===== src/rtl/cpu_pkg.sv =====
// Shared CPU definitions: opcode encodings, fetch FSM state encoding and the
// default address width used by the front end.
package cpu_pkg;

  localparam int ADDR_W = 32;

  localparam logic [5:0] R_FMT      = 6'b000000;
  localparam logic [5:0] LW         = 6'b100011;
  localparam logic [5:0] SW         = 6'b101011;
  localparam logic [5:0] BEQ        = 6'b000100;
  localparam logic [5:0] NOP_OPCODE = 6'b111111;

  typedef enum logic [1:0] {
    REQ  = 2'd0,
    WAIT = 2'd1,
    HOLD = 2'd2
  } fetch_state_t;

endpackage


===== src/rtl/instr_fetch.sv =====
// Instruction fetch: owns the PC, issues one imem read at a time and holds the
// fetched word plus its PC until the decode stage consumes it.
module instr_fetch
  import cpu_pkg::*;
#(
  parameter int               ADDR_W     = cpu_pkg::ADDR_W,
  parameter logic [ADDR_W-1:0] RESET_PC  = '0,
  parameter logic [5:0]       NOP_OPCODE = cpu_pkg::NOP_OPCODE
) (
  input  logic              clk,
  input  logic              reset,
  output logic              imem_req_valid,
  output logic [ADDR_W-1:0] imem_req_addr,
  input  logic              imem_req_ready,
  input  logic              imem_resp_valid,
  input  logic [31:0]       imem_resp_data,
  input  logic              stall,
  input  logic              branch_taken,
  input  logic [ADDR_W-1:0] branch_target,
  output logic              instr_valid,
  output logic [31:0]       instr,
  output logic [5:0]        opcode,
  output logic [ADDR_W-1:0] instr_pc,
  output logic [ADDR_W-1:0] pc_plus4
);

  fetch_state_t      r_state;
  logic [ADDR_W-1:0] r_pc;
  logic [ADDR_W-1:0] r_instr_pc;
  logic [31:0]       r_instr;
  logic              r_instr_valid;
  logic [ADDR_W-1:0] w_pc_plus4;
  logic              w_unused_tgt_lsb;

  // Wraps silently at the top of the address space.
  assign w_pc_plus4       = r_instr_pc + ADDR_W'(4);
  assign w_unused_tgt_lsb = ^branch_target[1:0];

  always_ff @(posedge clk) begin
    if (reset) begin
      r_state       <= REQ;
      r_pc          <= RESET_PC;
      r_instr_valid <= 1'b0;
      r_instr       <= '0;
      r_instr_pc    <= RESET_PC;
    end else begin
      case (r_state)
        REQ: begin
          if (imem_req_ready) r_state <= WAIT;
        end
        WAIT: begin
          // Responses outside WAIT (e.g. stale ones across a reset) are dropped.
          if (imem_resp_valid) begin
            r_instr       <= imem_resp_data;
            r_instr_pc    <= r_pc;
            r_instr_valid <= 1'b1;
            r_state       <= HOLD;
          end
        end
        HOLD: begin
          if (r_instr_valid && !stall) begin
            r_pc          <= branch_taken ? {branch_target[ADDR_W-1:2], 2'b00} : w_pc_plus4;
            r_instr_valid <= 1'b0;
            r_state       <= REQ;
          end
        end
        default: r_state <= REQ;
      endcase
    end
  end

  assign imem_req_valid = (r_state == REQ);
  assign imem_req_addr  = r_pc;
  assign instr_valid    = r_instr_valid;
  assign instr          = r_instr;
  assign instr_pc       = r_instr_pc;
  assign pc_plus4       = w_pc_plus4;
  assign opcode         = r_instr_valid ? r_instr[31:26] : NOP_OPCODE;

endmodule


===== config.mk =====
export PLATFORM = sky130hd
export DESIGN_NAME = instr_fetch
export DESIGN_NICKNAME = d
export VERILOG_FILES = /design/src/rtl/cpu_pkg.sv /design/src/rtl/instr_fetch.sv
export SDC_FILE = /design/constraint.sdc
export NUM_CORES = 1
export LEC_CHECK = 0
export CAP_MARGIN = 20
export CELL_PAD_IN_SITES_DETAIL_PLACEMENT = 1
export CELL_PAD_IN_SITES_GLOBAL_PLACEMENT = 1
export CORE_MARGIN = 2
export CORE_UTILIZATION = 26
export DETAILED_ROUTE_END_ITERATION = 10
export PLACE_DENSITY = 0.87
export SLEW_MARGIN = 20
export SYNTH_ARGS = -nofsm -noshare
export SYNTH_HDL_FRONTEND = slang
export SYNTH_SLANG_ARGS = --single-unit

===== constraint.sdc =====
create_clock -name clk -period 2.13 [get_ports clk]
set_clock_uncertainty 0.2 [all_clocks]
set_input_delay 0.426 -clock clk [delete_from_list [all_inputs] [get_ports clk]]
set_output_delay 0.426 -clock clk [all_outputs]
set_load 0.01 [all_outputs]

## Yosys cells after proc, flatten, opt, wreduce, memory -nomap -nowiden

Index checks and enable logic that the tools add are counted.

| word-level totals | value |
|---|---|
| register bits | 99 |
| input bits | 70 |
| output and inout port bits | 136 |
| word-level logic and storage cells | 28 |

| cells by class | value |
|---|---|
| $add $sub $neg | 1 |
| eq/ne operators | 5 |
| multiplexer cells | 9 |
| reduce and logical (&&, ||, !) cells | 8 |

Operators by type and width:

| kind | count |
|---|---|
| adder 32 x 3 -> 32 bit, second input constant | 1 |
| 2-to-1 mux 32 bit | 1 |
| 2-to-1 mux 2 bit | 3 |
| 2-to-1 mux 6 bit | 1 |
| case mux 2 bit (3 select lines) | 1 |
| AND reduction 3 bit | 2 |
| != test 2 bit, second input constant | 2 |
| AND reduction 2 bit | 2 |
| == test 2 x 1 -> 1 bit, second input constant | 1 |
| == test 2 bit, second input constant | 1 |
| logical NOT 2 bit | 1 |
| 2-to-1 mux 1 bit | 2 |
| != test 2 x 1 -> 1 bit, second input constant | 1 |
| case mux 1 bit (2 select lines) | 1 |
| nonzero test 2 bit | 1 |
| logical AND 1 bit | 1 |
| logical NOT 1 bit | 1 |

## Longest topological paths before layout

| depth | value |
|---|---|
| word-level depth | 4 |
| mapped depth | 7 |
| gate-level depth less buffers | 6 |

## Least setup slack after synthesis

OpenSTA, ideal clock, no wires.

| timing path | value |
|---|---|
| path type | reg-to-output |
| from | register r_instr_pc[2] (netlist: instr_pc[2]) |
| to | output pc_plus4[30] |
| data arrival time | 1.898 ns |
| data required time | 1.504 ns |
| setup slack | -0.394 ns |
| cell stages (with the launch flop) | 7 |
| buffers on the path | 1 |
| path through | dfxtp_1 ha_1 clkbuf_1 and4_1 and4_2 or3b_1 xnor2_1 |

| on the way | value |
|---|---|
| cells in the longest elaborated chain, start to end | 1 |

Ends and longest elaborated chain:

| what | RTL line | RTL |
|---|---|---|
| start: declaration | instr_fetch.sv:29 | `logic [ADDR_W-1:0] r_instr_pc;` |
| start signal: assignment | instr_fetch.sv:55 | `r_instr_pc <= r_pc;` |
| adder 32 x 3 -> 32 bit | instr_fetch.sv:36 | `assign w_pc_plus4 = r_instr_pc + ADDR_W'(4);` |
| end: declaration | instr_fetch.sv:24 | `output logic [ADDR_W-1:0] pc_plus4` |

Every way passes these cells.

## Final worst setup path

| timing path | value |
|---|---|
| from | register r_instr_pc[7] (netlist: instr_pc[7]) |
| to | output pc_plus4[31] |

The elaborated chain is that of the path after synthesis.

==> impl_results.md <==
- Cts hold-fix bufs: 0
- Switching Share: between 20% and 30%
- Worst R2R Path Depth: 7
- Fraction of layout cells with a size suffix above 1: between 30% and 40%
- Setup violations, final: 27
- # rows: between 40 and 50
- Post-synth top area share: a little over two fifths
- FMAX: approximately 370 MHz
- GPL Wtd Cong: 0.813
- Failing checks: setup timing
- Clk sinks: 99
- Slew @ Worst Pin: 0.392 ns
- Routed len/inst: around 19 um
- Yosys cell types: 43
- Boundary Pins: 206
- Critical Path RT: roughly 1.5 ns
- Ys Warns: 0
- Outcome: finished with violations
- #FFs+latches synth: 99
- Most frequent cells after synthesis: 167 x nand2_1, 99 x dfxtp_1, 80 x a21oi_1
- Worst rel slew slack: between 70% and 80%
- Total power: about 3.8 mW
- Full die area: between 0.015 and 0.02 mm2
- CP arrival: a little over 2 ns
- Place WS: -0.628 ns
- DRT iter0 DRCs: 170
- DRC violation count after routing: 0
- Peak fanout along the critical path: 6
- Worst R2R Setup Slack: -0.07 ns
- Pint: slightly below 3 mW
- Crit path from: instr_pc[7]
- Cell Pwr Density: between 400 and 500 mW/mm2
- Drt pass-1 iters: 5
- Net count, final: around 940
- Netlist Area Pre-Place: about 0.0045 mm2
- Hold Vio Cnt, Final: 0
- Worst Setup Start Kind: flop
- Setup ws final: -0.557 ns
- Core Region: between 0.015 and 0.02 mm2
- Vias per inst: around 5
- VDD IR-drop max: ~0.42 mV
- IO Port Bufs: 203
- Area grow syn2layout: 88.6%
- TritonCTS buffer count: 9
- LEAKAGE: 3.52 nW
- CTS H-tree depth: 3
- Placed wire-length estimate: ~14,000 um
- Clock transition at the registers of the reported paths: 0.07 ns
- Largest net degree at the start of global routing: 70
- Longest Clk Path Bufs: 2
- Hold path start: instr[10]
- Antenna violations before repair: 0
- TritonCTS clock tree: yes
- Total wire length: between 20,000 and 25,000 um
- Fin. max-slew vios: 0
- GRT overflow: 0
- Total of max-cap violations: 0
- Critical R2R Capture: imem_req_addr[30]
- Post-synth ARST share: 0%
- Die width: between 100 and 150 um
- Worst setup endpoint: pc_plus4[31]
- Syn_area_per_cell: around 7.8 um2
- Period minus WS final: 2.69 ns
- Kind of critical path: reg2out
- Switching pwr: 938 uW
- Hold Crit Class: reg2reg
- Crit end category: output port
- Starting Density: between 20% and 30%
- Final ANT Viol Nets: 0
- RSZ-0062 raised after global routing: yes
- Most frequent cell after synthesis: nand2_1
- Synth area leaders: dfxtp_1 44%, nand2_1 14%, a21oi_1 8.9%
- GRT Resource Usage Total: 21.2%
- Clock Tree Root: clkbuf_16
- Fin crit share: 126%
- Register area share after synthesis: between 40 and 50%
- RR Startpoint: instr_pc[15]
- Main synth FF type: dfxtp_1
- Number of global-route vias before repair: between 5,000 and 6,000
- Die height: 136 um
- Clock power frac: between 30% and 40%
- Via Count: 5,337
- TNS Setup: -8.94 ns
- Logic pwr share: between 10% and 20%
- Post-synthesis cell count: approximately 580
- Post-Syn Nets: roughly 650
- Reg power frac: approximately half
- Number of synthesized flops with an enable pin: 0
- Clk Latency, worst-skew pair: ~0.35 ns
- First-pass GRT wire length: between 30,000 and 40,000 um
- Ant diodes: 0
- Dominant cell type by area after synthesis: dfxtp_1
[cell families (layout without fill, tap and decap cells)]
group / after synthesis / in the layout / synth area share (%)
compound gates: 132 / 132 / 18.1
xor+xnor: 25 / 25 / 5.03
fa+ha+maj: 1 / 1 / 0.278
buf+inv: 57 / 348 / 5.30
flops: 99 / 99 / 44.0
mux: 2 / 2 / 0.444
simple gates: 262 / 262 / 26.9
[timing repair]
item / in CTS / in global routing
resized for setup: 192 / 66
setup endpoints to repair: 37 / 33
pin swaps: 42 / 44
buffers inserted: 25 / 21
[power by group through the flow]
stage	logic (mW)	clock network [mW]	registers, mW
finish	0.417	1.52	1.90
global route	0.448	1.62	1.90
CTS	0.418	1.53	1.90
detailed placement	0.416	0	1.94
global placement	0.409	0	1.94
floorplan	0.141	0	1.95
[state kept, by name (all words and copies together), names as in the netlist]
signal	count
imem_req_addr	32
instr	32
instr_pc	32
instr_valid	1
r_state	2
[final cells by class]
| cell class | instances | area, um2 |
|---|---|---|
| clock buffer | 13 | 240 |
| clock inverter | 3 | 15.0 |
| fill | 1994 | 8620 |
| inverter | 9 | 33.8 |
| multi-input combinational | 422 | 2840 |
| sequential | 99 | 2010 |
| tap | 225 | 282 |
| timing repair buffer | 323 | 3080 |
[how the worst min path moves through the flow]
stage                  to  slack [ns]  cells after the start
2_1_floorplan  r_state[0]        0.25                      1
3_3_place_gp    instr[10]        0.24                      2
3_5_place_dp    instr[24]        0.25                      2
4_1_cts         instr[10]        0.26                      2
5_1_grt         instr[13]        0.28                      2
6_report        instr[10]        0.25                      2
[metrics by stage]
stage / hold WS [ns] / utilization, % / cells / area (um2)
detailed placement: 0.249 / 43.3 / 1040 / 7400
finish: 0.254 / 49.7 / 1094 / 8500
global route: 0.277 / 49.7 / 1094 / 8500
global placement: 0.241 / 43.3 / 1040 / 7400
floorplan: 0.255 / - / 578 / 4580
CTS: 0.257 / 47.4 / 1081 / 8120
[critical path, stage by stage, from the launching register on]
cell and delay [ns]:
dfxtp_2 0.33, and4_4 0.27, nand4_4 0.18, buf_6 0.17
nor4_4 0.31, xor2_1 0.24, buf_2 0.20
[routing by layer]
metal	routed length (um)	GRT usage [%]
met1	8550	25.1
met2	10600	37.0
met3	1110	5.27
met4	475	7.99
met5	0	0
[cell usage in the layout, fill, tap and decap left out, types with 10 or more instances in the layout]
cell,instances
a31o_2,25
buf_4,86
clkdlybuf4s50_1,165
buf_12,11
nand2_1,157
a21oi_1,80
dfxtp_1,82
dfxtp_2,15
buf_6,33
xnor2_2,10
nand2b_1,14
buf_2,19
nor3_1,14
No activity file was read; power rests on OpenSTA's default activity.
